`src/rtl/csi_capture_ctrl.sv`:
```
`default_nettype none
// ============================================================================
// Module   : csi_capture_ctrl
// Brief    : Packet sequencer: arm on short preamble, gate a fixed-length
//            sample burst after the long preamble, hold off, flush detectors.
// Revision : 1.0 - initial release
// ============================================================================
module csi_capture_ctrl #(
   parameter int LONG_TIMEOUT    = 320,
   parameter int CAPTURE_LEN     = 128,
   parameter int HOLDOFF         = 64,
   parameter int SYNC_RST_CYCLES = 4
) (
   input  logic        clk_in,
   input  logic        rst_n_in,
   input  logic        enable_in,
   input  logic [31:0] sample_in,
   input  logic        sample_in_valid,
   input  logic        short_preamble_detected,
   input  logic        long_preamble_detected,
   output logic        sync_rst_out,
   output logic [31:0] capture_sample_out,
   output logic        capture_valid_out,
   output logic        capture_last_out,
   output logic        busy_out,
   output logic [2:0]  state_out,
   output logic [15:0] pkt_count_out,
   output logic [15:0] timeout_count_out
);

   localparam int C_MAX_A   = (LONG_TIMEOUT > CAPTURE_LEN) ? LONG_TIMEOUT : CAPTURE_LEN;
   localparam int C_MAX_B   = (HOLDOFF > SYNC_RST_CYCLES) ? HOLDOFF : SYNC_RST_CYCLES;
   localparam int C_CNT_MAX = (C_MAX_A > C_MAX_B) ? C_MAX_A : C_MAX_B;
   localparam int C_CNT_W   = $clog2(C_CNT_MAX + 1);

   localparam logic [C_CNT_W-1:0] C_TMO_LAST  = C_CNT_W'(LONG_TIMEOUT - 1);
   localparam logic [C_CNT_W-1:0] C_CAP_LAST  = C_CNT_W'(CAPTURE_LEN - 1);
   localparam logic [C_CNT_W-1:0] C_HOLD_LAST = C_CNT_W'(HOLDOFF - 1);
   localparam logic [C_CNT_W-1:0] C_SYNC_LAST = C_CNT_W'(SYNC_RST_CYCLES - 1);
   localparam logic [C_CNT_W-1:0] C_CNT_ONE   = C_CNT_W'(1);

   typedef enum logic [2:0] {
      ST_IDLE      = 3'd0,
      ST_WAIT_LONG = 3'd1,
      ST_CAPTURE   = 3'd2,
      ST_HOLDOFF   = 3'd3,
      ST_FLUSH     = 3'd4
   } state_t;

   state_t               state_q, state_d;
   logic [C_CNT_W-1:0]   cnt_q, cnt_d;
   logic                 cnt_inc;
   logic [31:0]          data_q, data_d;
   logic                 valid_q, valid_d;
   logic                 last_q, last_d;
   logic [15:0]          pkt_q, pkt_d;
   logic [15:0]          tmo_q, tmo_d;
   logic                 sync_q, sync_d;
   logic                 busy_q, busy_d;

   // Next-state and datapath decode; the shared counter restarts on any state change.
   always_comb begin
      state_d = state_q;
      cnt_inc = 1'b0;
      cnt_d   = cnt_q;
      data_d  = data_q;
      valid_d = 1'b0;
      last_d  = 1'b0;
      pkt_d   = pkt_q;
      tmo_d   = tmo_q;

      case (state_q)
         ST_IDLE: begin
            if (enable_in && short_preamble_detected) begin
               state_d = ST_WAIT_LONG;
            end
         end

         ST_WAIT_LONG: begin
            if (long_preamble_detected) begin
               state_d = ST_CAPTURE;
            end else if (!enable_in) begin
               state_d = ST_FLUSH;
            end else if (sample_in_valid) begin
               if (cnt_q == C_TMO_LAST) begin
                  state_d = ST_FLUSH;
                  if (tmo_q != 16'hFFFF) begin
                     tmo_d = tmo_q + 16'd1;
                  end
               end else begin
                  cnt_inc = 1'b1;
               end
            end
         end

         ST_CAPTURE: begin
            if (sample_in_valid) begin
               valid_d = 1'b1;
               data_d  = sample_in;
               if (cnt_q == C_CAP_LAST) begin
                  last_d  = 1'b1;
                  pkt_d   = pkt_q + 16'd1;
                  state_d = enable_in ? ST_HOLDOFF : ST_FLUSH;
               end else begin
                  cnt_inc = 1'b1;
               end
            end
         end

         ST_HOLDOFF: begin
            if (!enable_in) begin
               state_d = ST_FLUSH;
            end else if (sample_in_valid) begin
               if (cnt_q == C_HOLD_LAST) begin
                  state_d = ST_FLUSH;
               end else begin
                  cnt_inc = 1'b1;
               end
            end
         end

         ST_FLUSH: begin
            // Counts clocks rather than samples so the detector reset width is fixed.
            if (cnt_q == C_SYNC_LAST) begin
               state_d = ST_IDLE;
            end else begin
               cnt_inc = 1'b1;
            end
         end

         default: begin
            state_d = ST_IDLE;
         end
      endcase

      if (state_d != state_q) begin
         cnt_d = '0;
      end else if (cnt_inc) begin
         cnt_d = cnt_q + C_CNT_ONE;
      end

      sync_d = (state_d == ST_FLUSH);
      busy_d = (state_d != ST_IDLE);
   end

   always_ff @(posedge clk_in or negedge rst_n_in) begin
      if (!rst_n_in) begin
         state_q <= ST_IDLE;
         cnt_q   <= '0;
         data_q  <= '0;
         valid_q <= 1'b0;
         last_q  <= 1'b0;
         pkt_q   <= '0;
         tmo_q   <= '0;
         sync_q  <= 1'b0;
         busy_q  <= 1'b0;
      end else begin
         state_q <= state_d;
         cnt_q   <= cnt_d;
         data_q  <= data_d;
         valid_q <= valid_d;
         last_q  <= last_d;
         pkt_q   <= pkt_d;
         tmo_q   <= tmo_d;
         sync_q  <= sync_d;
         busy_q  <= busy_d;
      end
   end

   assign sync_rst_out       = sync_q;
   assign capture_sample_out = data_q;
   assign capture_valid_out  = valid_q;
   assign capture_last_out   = last_q;
   assign busy_out           = busy_q;
   assign state_out          = state_q;
   assign pkt_count_out      = pkt_q;
   assign timeout_count_out  = tmo_q;

endmodule
`default_nettype wire

```
`config.mk`:
```
export PLATFORM = sky130hd
export DESIGN_NAME = csi_capture_ctrl
export DESIGN_NICKNAME = d
export VERILOG_FILES = /design/src/rtl/csi_capture_ctrl.sv
export SDC_FILE = /design/constraint.sdc
export NUM_CORES = 1
export LEC_CHECK = 0
export ABC_AREA = 1
export BUFFER_PORTS_ARGS = -buffer_cell sky130_fd_sc_hd__clkbuf_2
export CORE_UTILIZATION = 47
export DETAILED_ROUTE_END_ITERATION = 7
export HOLD_SLACK_MARGIN = 0.05
export PLACE_DENSITY = 0.83
export SYNTH_ARGS = -nofsm -noshare
export SYNTH_HDL_FRONTEND = slang
export SYNTH_SLANG_ARGS = --single-unit
export TNS_END_PERCENT = 1
```
`constraint.sdc`:
```
create_clock -name clk_in -period 1.69 [get_ports clk_in]
set_input_delay 0.2535 -clock clk_in [delete_from_list [all_inputs] [get_ports clk_in]]
set_output_delay 0.2535 -clock clk_in [all_outputs]
set_load 0.01 [all_outputs]
```
; Word level (Yosys, flattened, before mapping)
; Index checks and enable logic that the tools add are counted.
; W data, S select, Z words.
[word_totals]
ff_bits = 80
output_inout_bits = 71
wordCells = 62
[op_classes]
add_sub_neg = 3
eq_ne = 11
n_mux = 31
bitwise = 1
n_reduce_logical = 7
[ops]
columns = operator, count
row1 = $mux W3, 12
row2 = $add A16 B1 Y16 const B, 2
row3 = $mux W9, 2
row4 = $ne A16 B16 Y1 const B, 1
row5 = $mux W1, 15
row6 = $pmux W3 S5, 1
row7 = $add A9 B1 Y9 const B, 1
row8 = $eq A9 B2 Y1 const B, 1
row9 = $eq A9 B6 Y1 const B, 1
row10 = $eq A9 B7 Y1 const B, 1
row11 = $eq A9 B9 Y1 const B, 1
row12 = $eq A3 B2 Y1 const B, 2
row13 = $eq A3 B3 Y1 const B, 2
row14 = $reduce_and A6 Y1, 1
row15 = $pmux W1 S4, 1
row16 = $eq A3 B1 Y1 const B, 1
row17 = $logic_not A3 Y1, 1
row18 = $ne A3 B3 Y1, 1
row19 = $reduce_and A3 Y1, 1
row20 = $reduce_bool A3 Y1, 1
row21 = $reduce_and A2 Y1, 1
row22 = $reduce_bool A2 Y1, 1
row23 = $logic_and A1 B1 Y1, 1
row24 = $not A1 Y1, 1

; Longest topological paths before layout
; Gate-level depths: netlist of the first run.
[logic_depth]
ltp_word = 8
depth_mapped = 12

; Worst setup path after synthesis of the first run
; Ideal clock, no wire load.
[synth_timing]
kind = register -> register
startpoint = reg state_q[2] (netlist: state_out[2])
endpoint = reg pkt_q[15] (netlist: pkt_count_out[15])
setup_ns = 0.125
arrival_time_ns = 1.595
required_ns = 1.565
path_slack_ns = -0.030
stages_incl_launch_ff = 12
n_path_buf = 0
cell_sequence = dfrtp_1 inv_2 nand3_2 nor2_8 inv_4 nor2_8 nand2_2 nor2_4 nand2_2 nor2_4 nand2_1 xnor2_2
[synth_between]
elab_chain_len = 2
[synth_lines]
columns = item, line_no
row1 = start: declaration, 50  ; state_t state_q, state_d;
row2 = start signal: assignment, 158  ; state_q <= state_d;
row3 = $eq A3 B2 Y1, 72  ; case (state_q)
row4 = $reduce_and A3 Y1 (no source line), -
row5 = end signal: assignment, 163  ; pkt_q <= pkt_d;
row6 = end: declaration, 56  ; logic [15:0] pkt_q, pkt_d;
; No other way between the ends.
; A chain may end at the register's enable or synchronous reset.

; Worst setup path in the final report of the first run
[layout_timing]
startpoint = reg cnt_q[1]
endpoint = reg cnt_q[7]
[layout_between]
elab_chain_len = 8
word_cells_on_any_way = 31
[layout_lines]
columns = item, line_no
row1 = start: declaration, 51  ; logic [C_CNT_W-1:0] cnt_q, cnt_d;
row2 = start signal: assignment, 159  ; cnt_q <= cnt_d;
row3 = $eq A9 B9 Y1, 85  ; if (cnt_q == C_TMO_LAST) begin
row4 = $mux W3, 85
row5 = $mux W3, 84  ; end else if (sample_in_valid) begin
row6 = $mux W3, 82  ; end else if (!enable_in) begin
row7 = $mux W3, 80  ; if (long_preamble_detected) begin
row8 = $pmux W3 S5, 72
row9 = $ne A3 B3 Y1, 136  ; if (state_d != state_q) begin
row10 = $mux W9 or $reduce_bool A2 Y1 (tied branches), -
; Parallel ways exist; a longest one is shown, timed or not. The select of a mux whose other input is x is not followed.

==> results of run 1 <==
==> metrics by stage <==
stage | worst slack [ns] | instance area, sq um
detailed placement | -0.181 | 4730
global placement | -0.0320 | 4730
floorplan | 0.00849 | 3850
CTS | -0.0390 | 5060
finish | -0.0653 | 5170
global route | -0.169 | 5170
==> how the worst max path moves through the flow <==
| stage | depth (start not counted) | slack [ns] | endpoint | from |
|---|---|---|---|---|
| global route | 10 | -0.17 | cnt_q[7]$_DFFE_PN0P_ | cnt_q[1]$_DFFE_PN0P_ |
| finish | 10 | -0.07 | cnt_q[7]$_DFFE_PN0P_ | cnt_q[1]$_DFFE_PN0P_ |
| floorplan | 11 | 0.008 | pkt_count_out[15]$_DFFE_PN0P_ | cnt_q[1]$_DFFE_PN0P_ |
| detailed placement | 10 | -0.18 | cnt_q[1]$_DFFE_PN0P_ | cnt_q[1]$_DFFE_PN0P_ |
| CTS | 9 | -0.04 | timeout_count_out[8]$_DFFE_PN0P_ | cnt_q[1]$_DFFE_PN0P_ |
| global placement | 8 | -0.03 | cnt_q[6]$_DFFE_PN0P_ | cnt_q[0]$_DFFE_PN0P_ |
==> synthesized netlist by cell type (all sizes together), types with 3 or more instances <==
cell type  number
nand2         155
nor2           39
dfrtp          80
a21oi           5
nand3b          3
buf             7
xor2           29
nor4            3
xnor2           7
o21ai           6
inv            39
nor3           13
nand4           9
mux2            3
ha              3
nand3          25
==> routing by layer <==
metal	share of wire (%)	routed length (microns)	vias to the layer above	track usage (%)
met5	0	0	-	0
met4	1.4	133	0	6.51
met3	6.5	623	13	5.42
met2	50	4740	138	38.4
met1	42	4060	1643	28.7
li1	-	-	1674	-
==> repair_timing <==
action / 4_1_cts / 5_1_grt
endpoints found under the setup margin: 31 / 37
cloned: 2 / 1
pin swaps: 9 / 5
hold buffers: 1 / 0
gates resized for setup: 21 / 26
endpoints found under the hold margin: 35 / 0
setup buffers: 6 / 1
==> power groups by stage <==
| stage | registers, mW | logic [mW] | clock network, mW |
|---|---|---|---|
| 6_report | 2.59 | 1.78 | 1.36 |
| 5_1_grt | 2.64 | 1.99 | 1.49 |
| 4_1_cts | 2.58 | 1.72 | 1.40 |
| 3_5_place_dp | 2.62 | 1.64 | 0 |
| 3_3_place_gp | 2.60 | 1.60 | 0 |
| 2_1_floorplan | 2.83 | 0.655 | 0 |
==> cell families (layout without fill, tap and decap cells) <==
kind of cell | Yosys count | count (layout)
muxes | 3 | 3
xor gates and xnor gates | 36 | 36
buffers and inverters | 46 | 204
adders and majority gates | 3 | 3
AOI/OAI and AO/OA | 14 | 14
DFF | 80 | 80
and+or+nand+nor | 249 | 252
==> critical path, delay by kind of cell, from the launching register on <==
family	cells	cell delay, ns
AND/OR/NAND/NOR	6	0.80
flip-flops	1	0.40
buffers and inverters	3	0.32
XOR/XNOR	1	0.14
==> area by class of cell <==
cell class	instances	share of cell area [%]
sequential	80	38.8
multi-input combinational	308	35.3
timing repair buffer	149	16.9
inverter	39	2.93
clock buffer	10	2.66
tap	102	2.47
clock inverter	6	1.02
==> registers in the layout (all words and copies together), names as in the netlist <==
signal	flops
sync_rst_out	1
busy_out	1
capture_valid_out	1
capture_sample_out	32
capture_last_out	1
state_out	3
timeout_count_out	16
cnt_q	9
pkt_count_out	16
==> results.tsv, run 1 <==
stage	metric	value	unit
worst_setup_path	crit path cell chain	buf_4 > buf_4 > buf_4 > nand2_1 > nor2_1 > nand3_1 > nor3_1 > nand2_1 > xor2_1 > nor2_1	
final_layout	Post-Layout Cell Count	694	
cts	htree depth	3	
floorplanning	row count	32	
pwr	P_int	3.64	mW
pwr	Sw Ratio	36.4	%
cts	Clock Tree Root	clkbuf_8	
pwr	clock power share	23.8	%
synth	combinational family with the most area after synthesis	simple AND/OR/NAND/NOR gates	
placed_design	GPL Wtd Cong	0.900	
final_layout	multi-input logic area	1820	sq um
worst_setup_path	Crit Path Class	register to register	
worst_setup_path	slack of the worst reg-to-reg path	-0.07	ns
hold_path	hold path depth	3	
pwr	Pleak	2.82	nW
timing	Final Setup Violations	22	
final_layout	most common cell after layout, fill and taps aside	nand2_1	
floorplanning	Die H	92.4	microns
synth	Simple-Gate Fraction of Synth Area	30.4	%
pwr	Comb power frac	31.0	%
synth	Ys Warns	0	
routing	Vias	3468	
timing	Fin Hold WS	0.0809	ns
worst_setup_path	r2r endpoint	cnt_q[7]$_DFFE_PN0P_	
routing	first drt pass iteration count	7	
placed_design	I/O Buffers	108	
synth	Yosys reg bits	80	
placed_design	HPWL Detailed	6370	microns
cts	clock buffer depth	2	
cts	TritonCTS clock tree	built	
pwr	Power Density	1110	nW/um^2
hold_path	Hold Path Class	primary input to register	
global_routing	total grt overflow	0	
final_layout	ANT cells	0	
run	max_cap viols	0	
cts	Clock Latency Late Sink	0.36	ns
cts	Worst-path clk slew	0.09	ns
timing	post-route setup slack	-0.0653	ns
worst_setup_path	Crit path top cell by count	buf_4	
routing	initial drt markers	188	
synth	Mapped Nets	472	
pwr	Psw	2.08	mW
synth	post-synthesis adder-cell area fraction	0.978	%
worst_setup_path	Crit Reg-Reg Startpoint	cnt_q[1]$_DFFE_PN0P_	
floorplanning	I/O pin cnt	109	
pwr	Max VDD drop	479	uV
worst_setup_path	CP endpoint kind	register	
global_routing	GRT Total Usage	22.6	%
final_layout	most frequent cells in the layout	nand2_1 (140), clkbuf_2 (107), dfrtp_1 (79)	
timing	fin crit period	1.76	ns
hold_path	hold path start	sample_in[15]	
pwr	sequential power share	45.2	%
status	run status	complete, but fails checks	
cts	CTS Buf Count	9	
timing	Final Max Tran Viols	0	
global_routing	antenna violations before repair	0	
timing	Final Skew	0.0119	ns
final_layout	FF+latch area	2000	sq um
timing	final-report hold violation count	0	
global_routing	global-route wire length before repair	15100	microns
worst_setup_path	Crit path arrival time	2.01	ns
synth	sequential area share after synthesis	52.2	%
synth	Syn Area/Cell	8.90	sq um
floorplanning	full die area	8530	sq um
synth	Synth Area in Compound Gates	1.99	%
routing	DRT antenna net count	0	
worst_setup_path	CP Launch Type	register	
placed_design	placed cells	667	
routing	average via count per standard cell	5.00	
synth	multiplexer share of the synthesized area	0.880	%
global_routing	largest net degree at the start of global routing	46	
floorplanning	chip width	92.4	microns
timing	Slew headroom	68.4	%
synth	Synth top area share	52.2	%
worst_setup_path	worst endpoint required time	1.95	ns
synth	post-synthesis xor/xnor area fraction	8.41	%
worst_setup_path	critical path's slowest cell	dfrtp_1	
floorplanning	core area	7810	sq um
status	failing checks	setup timing	
synth	post-synth top area cell	dfrtp_1	
synth	Synth area leaders	dfrtp_1 (52%), nand2_1 (15%), xor2_1 (6.6%), inv_1 (3.2%), nor2_1 (3.0%)	
synth	cells after synthesis	431	
final_layout	Filler cells	639	
synth	Post-synth ARST share	100	%
pwr	Pwr Total	5.73	mW
global_routing	vias in the first global route	3277	
worst_setup_path	worst-path fanout max	3	
timing	fmax	570	MHz
worst_setup_path	reg2reg path depth	10	
routing	# DRC	0	
synth	Most used DFF post-synth	dfrtp_1	
timing	Worst-Margin Slew	0.474	ns
routing	per-cell routed wire length	13.8	microns
final_layout	Area growth syn-to-layout	34.7	%
floorplanning	initial core utilization	49.2	%
timing	TNS Setup	-0.598	ns
routing	Post-Route WL	9560	microns
final_layout	Util after Layout	66.2	%
synth	library cells used by synthesis	35	
cts	TritonCTS sink count	80	
synth	Mapped Area	3840	sq um
timing	RSZ-0062 raised after global routing	yes	
timing	Period Utilization, post-route	104	%
worst_setup_path	CP max stage delay	0.40	ns
final_layout	final net count	628	
synth	number of flops mapped to enable cells by yosys	0	
final_layout	layout cells sized above 1	38.7	%
hold_path	worst hold endpoint	capture_sample_out[15]$_DFFE_PN0P_	
Power figures use the tool's default switching activity.
==> run 2: changes to the inputs <==
- CORE_UTILIZATION: 47 -> 52
- PLACE_DENSITY: 0.83 -> 0.87
- SKIP_LAST_GASP: unset -> 1
- clock period: 1.69 -> 2 ns (I/O delays scaled with it)
==> run 2 against run 1 <==
Against the previous run:
- the flow now finishes without violations
- sequential power shrank 15%
- die area is 9.4% lower
- routed wire length shrank 14%
- register-to-register slack better by 0.19 ns
- critical path depth down 1
- sequential share of layout area rose by 3.8 points
- worst hold slack better by 0.053 ns
- clock skew grew 0.0054 ns
- core utilization is 1.5 points higher
- global-route usage decreased by 0.25 points
- cell count down 6.6%
- sequential cell count did not move
==> results.tsv, run 2 (synthesis results as in run 1) <==
stage	metric	value	unit
timing	Worst-Margin Slew	0.405	ns
global_routing	largest net degree at the start of global routing	51	
cts	clock buffer depth	2	
cts	Worst-path clk slew	0.09	ns
pwr	Pleak	2.58	nW
global_routing	GRT Total Usage	22.4	%
floorplanning	row count	30	
worst_setup_path	slack of the worst reg-to-reg path	0.13	ns
pwr	clock power share	25.8	%
placed_design	setup slack at placement	0.145	ns
worst_setup_path	CP Launch Type	register	
routing	Vias	3229	
worst_setup_path	WP depth	9	
cts	# Post-CTS Setup Buffers	0	
worst_setup_path	reg2reg path depth	9	
cts	CTS Buf Count	9	
global_routing	antenna violations before repair	0	
status	run status	finished clean	
floorplanning	initial core utilization	55.3	%
routing	first drt pass iteration count	4	
final_layout	Largest register FFs	32	
final_layout	layout cells sized above 1	28.8	%
final_layout	Util after Layout	67.7	%
worst_setup_path	worst endpoint required time	2.24	ns
routing	# DRC	0	
timing	Period Utilization, post-route	93.6	%
hold_path	hold path depth	3	
timing	Slew headroom	73.0	%
final_layout	most frequent cells in the layout	nand2_1 (148), clkbuf_2 (107), dfrtp_1 (80)	
cts	TritonCTS clock tree	built	
pwr	Power Density	1010	nW/um^2
routing	Post-Route WL	8170	microns
pwr	Sw Ratio	35.1	%
routing	average via count per standard cell	4.98	
floorplanning	chip width	87.9	microns
floorplanning	full die area	7730	sq um
worst_setup_path	crit path cell chain	ha_1 > nand3_2 > inv_2 > nand4_4 > nor3_4 > nand2_4 > nor2_2 > nand3_1 > xor2_1	
worst_setup_path	Crit Path Class	register to register	
floorplanning	Die H	87.9	microns
pwr	Psw	1.66	mW
final_layout	Area growth syn-to-layout	22.4	%
placed_design	I/O Buffers	108	
final_layout	most common cell after layout, fill and taps aside	nand2_1	
floorplanning	I/O pin cnt	109	
pwr	Comb power frac	27.5	%
routing	initial drt markers	120	
timing	Final Max Tran Viols	0	
global_routing	global routing met1 resource utilization	26.4	%
timing	final-report hold violation count	0	
worst_setup_path	critical path's slowest cell	dfrtp_1	
global_routing	global-route wire length before repair	13200	microns
final_layout	Finished Cell Area	4700	sq um
run	max_cap viols	0	
global_routing	total grt overflow	0	
timing	fin crit period	1.87	ns
final_layout	Filler cells	542	
worst_setup_path	Buf/Inv on CP	1	
worst_setup_path	Crit path max-delay family	simple AND/OR/NAND/NOR gates	
timing	fmax	534	MHz
placed_design	HPWL Detailed	6040	microns
cts	htree depth	3	
global_routing	vias in the first global route	3009	
timing	Final Setup Violations	0	
final_layout	final net count	588	
global_routing	met3 GRT Util	4.15	%
pwr	sequential power share	46.7	%
hold_path	Hold Path Class	primary input to register	
global_routing	GR peak layer	met2	
worst_setup_path	Crit path arrival time	2.12	ns
floorplanning	core area	6940	sq um
routing	per-cell routed wire length	12.6	microns
worst_setup_path	CP max stage delay	0.38	ns
placed_design	Area after DPL	4480	sq um
routing	DRT antenna net count	0	
global_routing	met2 Use GR	38.9	%
worst_setup_path	CP endpoint kind	register	
cts	Clock Tree Root	clkbuf_8	
pwr	Max VDD drop	618	uV
placed_design	GPL Wtd Cong	0.905	
timing	Final Skew	0.0174	ns
cts	TritonCTS sink count	80	
timing	RSZ-0062 raised after global routing	yes	
worst_setup_path	worst-path fanout max	18	
pwr	P_int	3.07	mW
timing	post-route setup slack	0.128	ns
final_layout	ANT cells	0	
cts	Clock Latency Late Sink	0.36	ns
==> run 2: changes by cell type in the layout (fill, tap and decap cells not counted), moves of 3 or more <==
cell,previous run,this run
o21ai_0,1,6
o21ai_1,5,0
a21oi_2,3,0
nor2_1,28,31
nor3_2,6,2
nand2_4,6,1
nor3_1,6,10
buf_4,38,3
nand2_2,12,6
nand2_1,140,148
inv_1,30,33
a21oi_1,1,5
==> run 2: layer usage <==
layer / share of wire [%] / up-vias
li1: - / 1595
met1: 42 / 1526
met2: 51 / 88
met3: 4.5 / 20
met4: 2.8 / 0
met5: 0 / -
==> run 2: power groups by stage <==
stage	Combinational (mW)	Sequential, mW	Clock, mW
detailed placement	1.31	2.23	0
global route	1.47	2.25	1.31
global placement	1.27	2.21	0
finish	1.30	2.21	1.22
CTS	1.32	2.20	1.25
floorplan	0.544	2.39	0
==> run 2: layout make-up <==
cell class	count	area (sq um)	share of cell area (%)
clock buffer	9	124	2.64
clock inverter	7	77.6	1.65
inverter	39	149	3.17
multi-input combinational	305	1640	34.9
sequential	80	2000	42.6
tap	96	120	2.56
timing repair buffer	112	588	12.5
==> run 2: final timing paths <==
check	from	to
worst max-delay path	cnt_q[1]$_DFFE_PN0P_	timeout_count_out[8]$_DFFE_PN0P_
worst min-delay path	sample_in[28]	capture_sample_out[28]$_DFFE_PN0P_
worst max register to register	cnt_q[1]$_DFFE_PN0P_	timeout_count_out[8]$_DFFE_PN0P_
worst min register to register	capture_sample_out[6]$_DFFE_PN0P_	capture_sample_out[6]$_DFFE_PN0P_
max in group asynchronous	rst_n_in	timeout_count_out[4]$_DFFE_PN0P_
min in group asynchronous	rst_n_in	capture_sample_out[13]$_DFFE_PN0P_
==> run 2: through the flow <==
stage	TNS, ns	instances	power, mW	hold WS [ns]
final	0	648	4.73	0.134
after global routing	-0.0362	648	5.03	0.131
after CTS	0	648	4.77	0.121
after detailed placement	0	631	3.54	0.255
after global placement	0	631	3.48	0.252
after floorplan	0	431	2.93	0.00441
==> run 2: timing repair <==
item                       4_1_cts  5_1_grt
hold endpoints to repair        30        0
gates resized for setup          0        1
hold buffers                     1        0
setup endpoints to repair        0        9
==> run 2: worst min-delay path: cells and delay by family <==
family | cells | cell delay (ns)
simple gates | 2 | 0.09
buf+inv | 1 | 0.07
==> run 3: changes to the inputs <==
==> constraint.sdc (replaced) <==
create_clock -name clk_in -period 2 [get_ports clk_in]
set_input_delay 0.1 -clock clk_in [delete_from_list [all_inputs] [get_ports clk_in]]
set_output_delay 0.1 -clock clk_in [all_outputs]
set_load 0.01 [all_outputs]
==> run 3 against run 2 <==
Against the previous run:
- core utilization increased by 5.6 points
- global-route usage increased by 3.1 points
- die area unchanged
- cell count increased by 5.4%
- sequential share of layout area decreased by 3.3 points
- non-clock buffer count increased by 35
- critical path type unchanged
- critical endpoint is now cnt_q[1]$_DFFE_PN0P_
- fmax decreased by 2.5%
- register-to-register slack got worse by 0.05 ns
==> results.tsv, run 3 (synthesis results as in run 1) <==
stage	metric	value	unit
routing	Post-Route WL	9160	microns
global_routing	vias in the first global route	3405	
final_layout	final net count	623	
global_routing	met2 Use GR	44.1	%
pwr	Power Density	973	nW/um^2
cts	Clock Tree Root	clkbuf_8	
timing	TNS Setup	0	ns
worst_setup_path	CP endpoint kind	register	
worst_setup_path	worst endpoint required time	2.21	ns
final_layout	Area growth syn-to-layout	32.6	%
routing	first drt pass iteration count	6	
final_layout	most frequent cells in the layout	nand2_1 (149), clkbuf_2 (107), dfrtp_1 (80)	
placed_design	Area after DPL	4490	sq um
global_routing	met3 GRT Util	5.09	%
placed_design	HPWL Detailed	6220	microns
timing	Period Utilization, post-route	96.0	%
floorplanning	chip width	87.9	microns
placed_design	GPL Wtd Cong	0.940	
global_routing	GR peak layer	met2	
worst_setup_path	CP Launch Type	register	
timing	Final Skew	0.0130	ns
final_layout	Largest register FFs	32	
timing	Final Setup Violations	0	
global_routing	global-route wire length before repair	15000	microns
pwr	Sw Ratio	33.8	%
routing	average via count per standard cell	5.07	
pwr	P_int	3.28	mW
pwr	Psw	1.68	mW
routing	per-cell routed wire length	13.4	microns
hold_path	hold path depth	4	
floorplanning	Die H	87.9	microns
routing	# DRC	0	
final_layout	ANT cells	0	
run	max_cap viols	0	
pwr	Comb power frac	27.5	%
worst_setup_path	reg2reg path depth	8	
timing	Worst-Margin Slew	0.386	ns
worst_setup_path	Crit Path Class	register to register	
global_routing	GRT Total Usage	25.5	%
global_routing	total grt overflow	0	
timing	fmax	521	MHz
floorplanning	row count	30	
timing	fin crit period	1.92	ns
routing	initial drt markers	157	
pwr	sequential power share	44.7	%
timing	Slew headroom	74.3	%
worst_setup_path	Crit path arrival time	2.13	ns
cts	TritonCTS clock tree	built	
global_routing	largest net degree at the start of global routing	34	
worst_setup_path	r2r endpoint	cnt_q[1]$_DFFE_PN0P_	
routing	Vias	3462	
pwr	clock power share	27.7	%
cts	TritonCTS sink count	80	
worst_setup_path	CP Launch Point	cnt_q[1]$_DFFE_PN0P_	
routing	DRT antenna net count	0	
pwr	Pwr Total	4.95	mW
timing	Final Max Tran Viols	0	
worst_setup_path	crit path to	cnt_q[1]$_DFFE_PN0P_	
floorplanning	I/O pin cnt	109	
hold_path	Hold Path Class	primary input to register	
pwr	Max VDD drop	624	uV
worst_setup_path	slack of the worst reg-to-reg path	0.08	ns
final_layout	most common cell after layout, fill and taps aside	nand2_1	
final_layout	Filler cells	478	
cts	htree depth	3	
global_routing	antenna violations before repair	0	
floorplanning	full die area	7730	sq um
timing	final-report hold violation count	0	
timing	RSZ-0062 raised after global routing	yes	
cts	clock buffer depth	2	
cts	Clock Latency Late Sink	0.35	ns
floorplanning	initial core utilization	55.3	%
floorplanning	core area	6940	sq um
final_layout	Finished Cell Area	5090	sq um
worst_setup_path	Crit Reg-Reg Startpoint	cnt_q[1]$_DFFE_PN0P_	
cts	CTS Buf Count	9	
pwr	Pleak	2.76	nW
global_routing	global routing met1 resource utilization	29.4	%
final_layout	layout cells sized above 1	27.4	%
placed_design	I/O Buffers	108	
worst_setup_path	worst-path fanout max	9	
cts	Worst-path clk slew	0.08	ns
status	run status	finished clean	
==> run 3: timing repair <==
item	CTS	global route
endpoints found under the hold margin	91	0
setup buffers	0	2
endpoints found under the setup margin	0	5
resized for setup	0	1
hold buffers	33	0
==> run 3: how the worst min path moves through the flow <==
stage	startpoint	endpoint	slack (ns)
floorplan	rst_n_in	busy_out$_DFF_PN0_	-0.20
global placement	rst_n_in	timeout_count_out[10]$_DFFE_PN0P_	0.04
detailed placement	rst_n_in	timeout_count_out[11]$_DFFE_PN0P_	0.04
CTS	enable_in	sync_rst_out$_DFF_PN0_	0.13
global route	long_preamble_detected	timeout_count_out[2]$_DFFE_PN0P_	0.19
finish	enable_in	sync_rst_out$_DFF_PN0_	0.15
==> run 3: layer usage <==
metal	vias to the layer above	share of wire, %
met3	31	4.5
met1	1626	40
met4	0	3.8
met5	-	0
met2	144	52
li1	1661	-
==> run 3: stage by stage <==
stage / util, % / setup slack (ns) / hold slack (ns) / std cells
2_1_floorplan: - / 0.280 / -0.196 / 431
3_3_place_gp: 64.7 / 0.213 / 0.0397 / 632
3_5_place_dp: 64.7 / 0.0967 / 0.0434 / 632
4_1_cts: 72.8 / 0.0823 / 0.134 / 681
5_1_grt: 73.3 / -0.0342 / 0.187 / 683
6_report: 73.3 / 0.0802 / 0.152 / 683
==> run 3: final cells by class <==
class                           count  area, sq um  area share, %
Clock buffer                       10          138           2.70
Clock inverter                      6         97.6           1.92
Inverter                           39          149           2.93
Multi-Input combinational cell    305         1640           32.2
Sequential cell                    80         2000           39.3
Tap cell                           96          120           2.36
Timing Repair Buffer              147          943           18.5
==> run 3: critical path: stages (launching register included) <==
cell,delay (ns)
dfrtp_1,0.39
ha_1,0.22
nand3_2,0.11
nor3_1,0.26
nand2_1,0.18
nor2_1,0.18
o31ai_1,0.08
nand2_1,0.26
a21oi_1,0.10
==> run 3: power by group through the flow <==
| stage | combinational (mW) | sequential [mW] | clock [mW] |
|---|---|---|---|
| floorplan | 0.544 | 2.39 | 0 |
| global placement | 1.27 | 2.22 | 0 |
| CTS | 1.36 | 2.21 | 1.40 |
| finish | 1.36 | 2.22 | 1.37 |
| detailed placement | 1.31 | 2.23 | 0 |
| global route | 1.52 | 2.26 | 1.47 |
